$ cat src/rtl/alu_arbiter.sv
// alu_arbiter
// Two-requester round-robin arbiter in front of one shared, purely
// combinational ALU. Only one operation is in flight at a time.
//   IDLE : pick a winner and accept its operation.
//   EXEC : hold the operands on the ALU for EXEC_CYCLES cycles.
//   RESP : hold the captured result until the consumer takes it.
//
// Ports
//   clk, rst                 clock; asynchronous active-high reset
//   reqN_valid / reqN_ready  request handshake for requester N (N = 0, 1)
//   reqN_op/_a/_b/_cin/_shamt operation presented by requester N
//   alu_opcode/_a/_b/_cin/_shift_amt  registered drive to the shared ALU
//   alu_res/_cout/_zero/_sign/_overflow  combinational ALU results
//   rsp_valid / rsp_ready    response handshake
//   rsp_id                   index of the requester that owns the response
//   rsp_res, rsp_flags       captured result and {cout, zero, sign, overflow}
//
// EXEC_CYCLES is legal in the range 1..4.
module alu_arbiter #(
    parameter int EXEC_CYCLES = 1
) (
    input  logic       clk,
    input  logic       rst,

    input  logic       req0_valid,
    output logic       req0_ready,
    input  logic [3:0] req0_op,
    input  logic [7:0] req0_a,
    input  logic [7:0] req0_b,
    input  logic       req0_cin,
    input  logic [2:0] req0_shamt,

    input  logic       req1_valid,
    output logic       req1_ready,
    input  logic [3:0] req1_op,
    input  logic [7:0] req1_a,
    input  logic [7:0] req1_b,
    input  logic       req1_cin,
    input  logic [2:0] req1_shamt,

    output logic [3:0] alu_opcode,
    output logic [7:0] alu_a,
    output logic [7:0] alu_b,
    output logic       alu_cin,
    output logic [2:0] alu_shift_amt,

    input  logic [7:0] alu_res,
    input  logic       alu_cout,
    input  logic       alu_zero,
    input  logic       alu_sign,
    input  logic       alu_overflow,

    output logic       rsp_valid,
    input  logic       rsp_ready,
    output logic       rsp_id,
    output logic [7:0] rsp_res,
    output logic [3:0] rsp_flags
);

    typedef enum logic [1:0] {
        ST_IDLE = 2'd0,
        ST_EXEC = 2'd1,
        ST_RESP = 2'd2
    } state_t;

    // The counter is loaded with EXEC_CYCLES-1 so that the capture happens
    // on the edge where it reads zero, i.e. on the EXEC_CYCLES-th EXEC edge.
    localparam logic [2:0] EXEC_LOAD = 3'(EXEC_CYCLES - 1);

    state_t     state_reg;
    state_t     state_next;

    logic [2:0] exec_cnt_reg;
    logic       rr_ptr_reg;          // index of the most recent grant

    logic [3:0] alu_opcode_reg;
    logic [7:0] alu_a_reg;
    logic [7:0] alu_b_reg;
    logic       alu_cin_reg;
    logic [2:0] alu_shift_amt_reg;

    logic       rsp_id_reg;
    logic [7:0] rsp_res_reg;
    logic [3:0] rsp_flags_reg;

    logic [1:0] req_valid;
    logic [1:0] grant_vec;
    logic [1:0] ready_vec;
    logic       win_idx;
    logic       any_valid;
    logic       in_idle;
    logic       accept;
    logic       exec_done;

    assign req_valid = {req1_valid, req0_valid};
    assign any_valid = |req_valid;
    assign exec_done = (exec_cnt_reg == 3'd0);

    // ------------------------------------------------------------------
    // Arbitration: a lone requester wins; on a tie the requester that was
    // not granted most recently wins.
    // ------------------------------------------------------------------
    always_comb begin
        win_idx = 1'b0;
        if (req_valid == 2'b11) begin
            win_idx = ~rr_ptr_reg;
        end else if (req_valid[1]) begin
            win_idx = 1'b1;
        end
    end

    // Ready is only offered in IDLE, only to the winner, and never while
    // reset is asserted (the state is IDLE during reset).
    generate
        for (genvar gi = 0; gi < 2; gi++) begin : g_grant
            assign grant_vec[gi] = any_valid && (win_idx == 1'(gi));
            assign ready_vec[gi] = in_idle && !rst && grant_vec[gi];
        end
    endgenerate

    assign req0_ready = ready_vec[0];
    assign req1_ready = ready_vec[1];

    // ------------------------------------------------------------------
    // FSM: state register
    // ------------------------------------------------------------------
    always_ff @(posedge clk or posedge rst) begin
        if (rst) begin
            state_reg <= ST_IDLE;
        end else begin
            state_reg <= state_next;
        end
    end

    // ------------------------------------------------------------------
    // FSM: next state
    // ------------------------------------------------------------------
    always_comb begin
        state_next = state_reg;
        case (state_reg)
            ST_IDLE: if (accept)    state_next = ST_EXEC;
            ST_EXEC: if (exec_done) state_next = ST_RESP;
            ST_RESP: if (rsp_ready) state_next = ST_IDLE;
            default:                state_next = ST_IDLE;
        endcase
    end

    // ------------------------------------------------------------------
    // FSM: outputs
    // ------------------------------------------------------------------
    always_comb begin
        in_idle   = (state_reg == ST_IDLE);
        rsp_valid = (state_reg == ST_RESP);
        accept    = |(ready_vec & req_valid);
    end

    // ------------------------------------------------------------------
    // Datapath: ALU drive, EXEC counter, round-robin pointer, response
    // ------------------------------------------------------------------
    always_ff @(posedge clk or posedge rst) begin
        if (rst) begin
            exec_cnt_reg      <= 3'd0;
            rr_ptr_reg        <= 1'b1;   // requester 0 wins the first tie
            alu_opcode_reg    <= 4'd0;
            alu_a_reg         <= 8'd0;
            alu_b_reg         <= 8'd0;
            alu_cin_reg       <= 1'b0;
            alu_shift_amt_reg <= 3'd0;
            rsp_id_reg        <= 1'b0;
            rsp_res_reg       <= 8'd0;
            rsp_flags_reg     <= 4'd0;
        end else begin
            if (accept) begin
                alu_opcode_reg    <= win_idx ? req1_op    : req0_op;
                alu_a_reg         <= win_idx ? req1_a     : req0_a;
                alu_b_reg         <= win_idx ? req1_b     : req0_b;
                alu_cin_reg       <= win_idx ? req1_cin   : req0_cin;
                alu_shift_amt_reg <= win_idx ? req1_shamt : req0_shamt;
                rsp_id_reg        <= win_idx;
                rr_ptr_reg        <= win_idx;
                exec_cnt_reg      <= EXEC_LOAD;
            end
            if (state_reg == ST_EXEC) begin
                if (exec_done) begin
                    rsp_res_reg   <= alu_res;
                    rsp_flags_reg <= {alu_cout, alu_zero, alu_sign, alu_overflow};
                end else begin
                    exec_cnt_reg  <= exec_cnt_reg - 3'd1;
                end
            end
        end
    end

    assign alu_opcode    = alu_opcode_reg;
    assign alu_a         = alu_a_reg;
    assign alu_b         = alu_b_reg;
    assign alu_cin       = alu_cin_reg;
    assign alu_shift_amt = alu_shift_amt_reg;
    assign rsp_id        = rsp_id_reg;
    assign rsp_res       = rsp_res_reg;
    assign rsp_flags     = rsp_flags_reg;

endmodule
$ cat config.mk
export PLATFORM = sky130hd
export DESIGN_NAME = alu_arbiter
export DESIGN_NICKNAME = d
export VERILOG_FILES = /design/src/rtl/alu_arbiter.sv
export SDC_FILE = /design/constraint.sdc
export NUM_CORES = 1
export LEC_CHECK = 0
export BUFFER_PORTS_ARGS = -buffer_cell sky130_fd_sc_hd__buf_2
export CAP_MARGIN = 15
export CORE_MARGIN = 2
export CORE_UTILIZATION = 41
export CTS_BUF_LIST = sky130_fd_sc_hd__clkbuf_4 sky130_fd_sc_hd__clkbuf_8 sky130_fd_sc_hd__clkbuf_16
export DETAILED_ROUTE_END_ITERATION = 10
export GPL_TIMING_DRIVEN = 0
export PLACE_DENSITY = 0.77
export SLEW_MARGIN = 5
export SYNTH_ARGS = -nofsm -noshare
export SYNTH_HDL_FRONTEND = slang
export SYNTH_SLANG_ARGS = --single-unit
$ cat constraint.sdc
create_clock -name clk -period 1.65 [get_ports clk]
set_input_delay 0.165 -clock clk [delete_from_list [all_inputs] [get_ports clk]]
set_output_delay 0.165 -clock clk [all_outputs]
set_load 0.01 [all_outputs]
==> summary.txt <==
Floorplan
  • DIE WIDTH: 74.6 microns
  • Die area: 5560 sq um
  • Initial core utilization: 42.9%
  • Core Area: 4750 sq um
  • Die H: 74.6 microns
  • Site Rows: 25
  • Boundary pin count: 105

Synth
  • Synth Instances: 154
  • Main combinational cell family by area after synthesis: compound AO/OA/AOI/OAI gates
  • Syn avg cell area: 13.3 sq um
  • Syn nets: 221
  • Post-Syn Area: 2040 sq um
  • #FFs+latches synth: 43
  • Adder-Cell Fraction of Synth Area: 1.23%
  • Compound-Gate Fraction of Synth Area: 27.6%
  • Sequential area share after synthesis: 52.8%
  • Syn. warnings: 0
  • Synth Area in Simple Gates: 6.19%
  • Yosys cell types: 27
  • Multiplexer area fraction after synthesis: 7.60%
  • Synth Area in XOR/XNOR: 0%

Timing
  • TNS Setup: 0 ns
  • Max Freq: 634 MHz
  • Clk_skew: 0.00724 ns
  • Finish-stage setup viols: 0
  • Fin. Hold Viols: 0
  • Min cycle time layout: 1.58 ns
  • Hold Slack: 0.0877 ns
  • Max Slew Vio Count: 0
  • Slew HR: 68.8%
  • Final Cycle Share: 95.6%
  • Worst-Margin Slew: 0.465 ns

Worst setup path
  • WS Path Type: register to register
  • Critical-path maximum fanout: 10
  • Required time worst endpoint: 1.82 ns
  • CP Launch Type: register
  • Arrival time of the worst setup path: 1.74 ns
  • Crit. End Element: register

Finish
  • Final Util: 59.6%
  • Syn-to-layout area delta: 38.7%
  • Most common cell after layout, fill and taps aside: buf_2
  • Final nets: 336
  • Fill count: 424
  • Layout cells sized above 1: 57.2%
  • Highest-count cells in the layout ignoring fill and taps: buf_2 (105), dfrtp_1 (42), o32ai_1 (20)
  • # diodes: 0

Route
  • DRC: 0
  • Average wire per standard cell: 15.4 microns
  • Total Wirelength: 5160 microns
  • M1 wire length: 2000 microns
  • Pre-antenna DRT Iters: 4
  • Top Metal Used: met4
  • Routed Antenna Nets: 0
  • Wire length on met3: 208 microns
  • Metal2 WL: 2850 microns
  • First DRT Iteration DRCs: 59
  • Vias: 1734
  • Vias per inst: 5.16

Clocking
  • Skew-Pair Late Insertion Delay: 0.29 ns
  • CTS tree: yes
  • CTS buffer count: 5
  • Root Driver: clkbuf_8
  • CTS H-tree depth: 2
  • CTS sink cnt: 43
  • Clock slew at reported path FFs: 0.08 ns
  • CTS max path bufs: 2

Run status
  • Status: finished clean

Placement
  • Hpwl dp: 3850 microns
  • Number of port buffers: 103
  • Final Wtd Congestion: 0.744

Global routing
  • Total congestion overflow: 0
  • Number of global-route vias before repair: 1724
  • GRT Util Overall: 19.3%
  • Pin count of the biggest net entering global routing: 39
  • Global-route wire length before repair: 8090 microns
  • Initial antenna violation count: 0

Pwr
  • Leakage power figure: 1.33 nW
  • Max VDD drop: 790 uV
  • Pwr per Cell Area: 1510 nW/um^2

Run
  • MaxCap Viol Count: 0

Min path
  • Worst Hold Class: input port to register
## area by class of cell
type | count | area (sq um) | share of cell area, %
inverters | 5 | 18.8 | 0.663
repair buffers | 110 | 583 | 20.6
multi-input cells | 92 | 893 | 31.5
clock buffers | 6 | 82.6 | 2.92
plain buffers | 12 | 88.8 | 3.14
clock inverters | 1 | 5.00 | 0.177
flip-flops and latches | 43 | 1080 | 38.0
well taps | 67 | 83.8 | 2.96
## through the flow
step	instances	worst slack [ns]	total power [mW]	area [sq um]
final	336	0.0723	4.28	2830
after global routing	336	-0.000154	4.54	2830
after CTS	335	0.00128	4.30	2810
after detailed placement	325	-0.121	3.58	2660
after global placement	324	-0.134	3.50	2640
after floorplan	154	0.107	2.86	2040
## worst max-delay path, stage by stage, from the launching register on
cell      delay (ns)
dfrtp_1         0.40
inv_1           0.10
ha_2            0.19
nand2b_1        0.11
nor2_4          0.17
buf_8           0.15
mux2_1          0.34
## path summary, 6_finish.rpt
check                           slack [ns]            to            start  depth (start not counted)
worst min-delay path                  0.09    rsp_res[1]       alu_res[1]                          2
max in group asynchronous             0.83    rr_ptr_reg              rst                          4
worst min register to register        0.48  rsp_flags[3]     rsp_flags[3]                          1
min in group asynchronous             0.34    rsp_res[6]              rst                          3
worst max register to register        0.07    rsp_res[0]  exec_cnt_reg[0]                          6
worst max-delay path                  0.07    rsp_res[0]  exec_cnt_reg[0]                          6
## routing by layer
layer | up-vias | GRT usage (%)
met5 | - | 0
met4 | 0 | 8.13
met3 | 10 | 3.66
met2 | 52 | 33.2
met1 | 849 | 23.8
li1 | 823 | -
## repair_timing
action	CTS	global route
pin swaps	2	1
gates resized for setup	9	11
endpoints found under the setup margin	11	31
buffers inserted	3	2
endpoints found under the hold margin	5	0
hold buffers	1	0
## power breakdown
group / switching, mW / internal, mW / leakage (nW)
sequential: 0.269 / 1.51 / 0.495
combinational: 0.863 / 0.967 / 0.783
clock: 0.339 / 0.328 / 0.0470
total: 1.47 / 2.80 / 1.33
## logic make-up after synthesis
group           after synthesis
simple gates                 23
compound gates               53
fa+ha+maj                     2
buf+inv                      19
flops                        43
mux                          14
## Yosys cell counts (all sizes together)
cell type	count	area share, %
buf	7	2.4
o21ai	2	0.49
nor2b	3	0.92
o32ai	20	8.6
or3	1	0.31
mux2i	2	0.98
nand2	5	0.92
nor2	5	1.7
o22ai	3	0.92
a2bb2oi	20	14
nand2b	3	0.92
ha	2	1.2
a21o	3	1.1
dfstp	1	1.3
clkbuf	7	1.3
a21bo	1	0.49
inv	5	0.92
dfrtp	42	51
nor3	6	1.5
mux2	12	6.6
a221o	4	2.0
(Power assumes the default switching activity.)
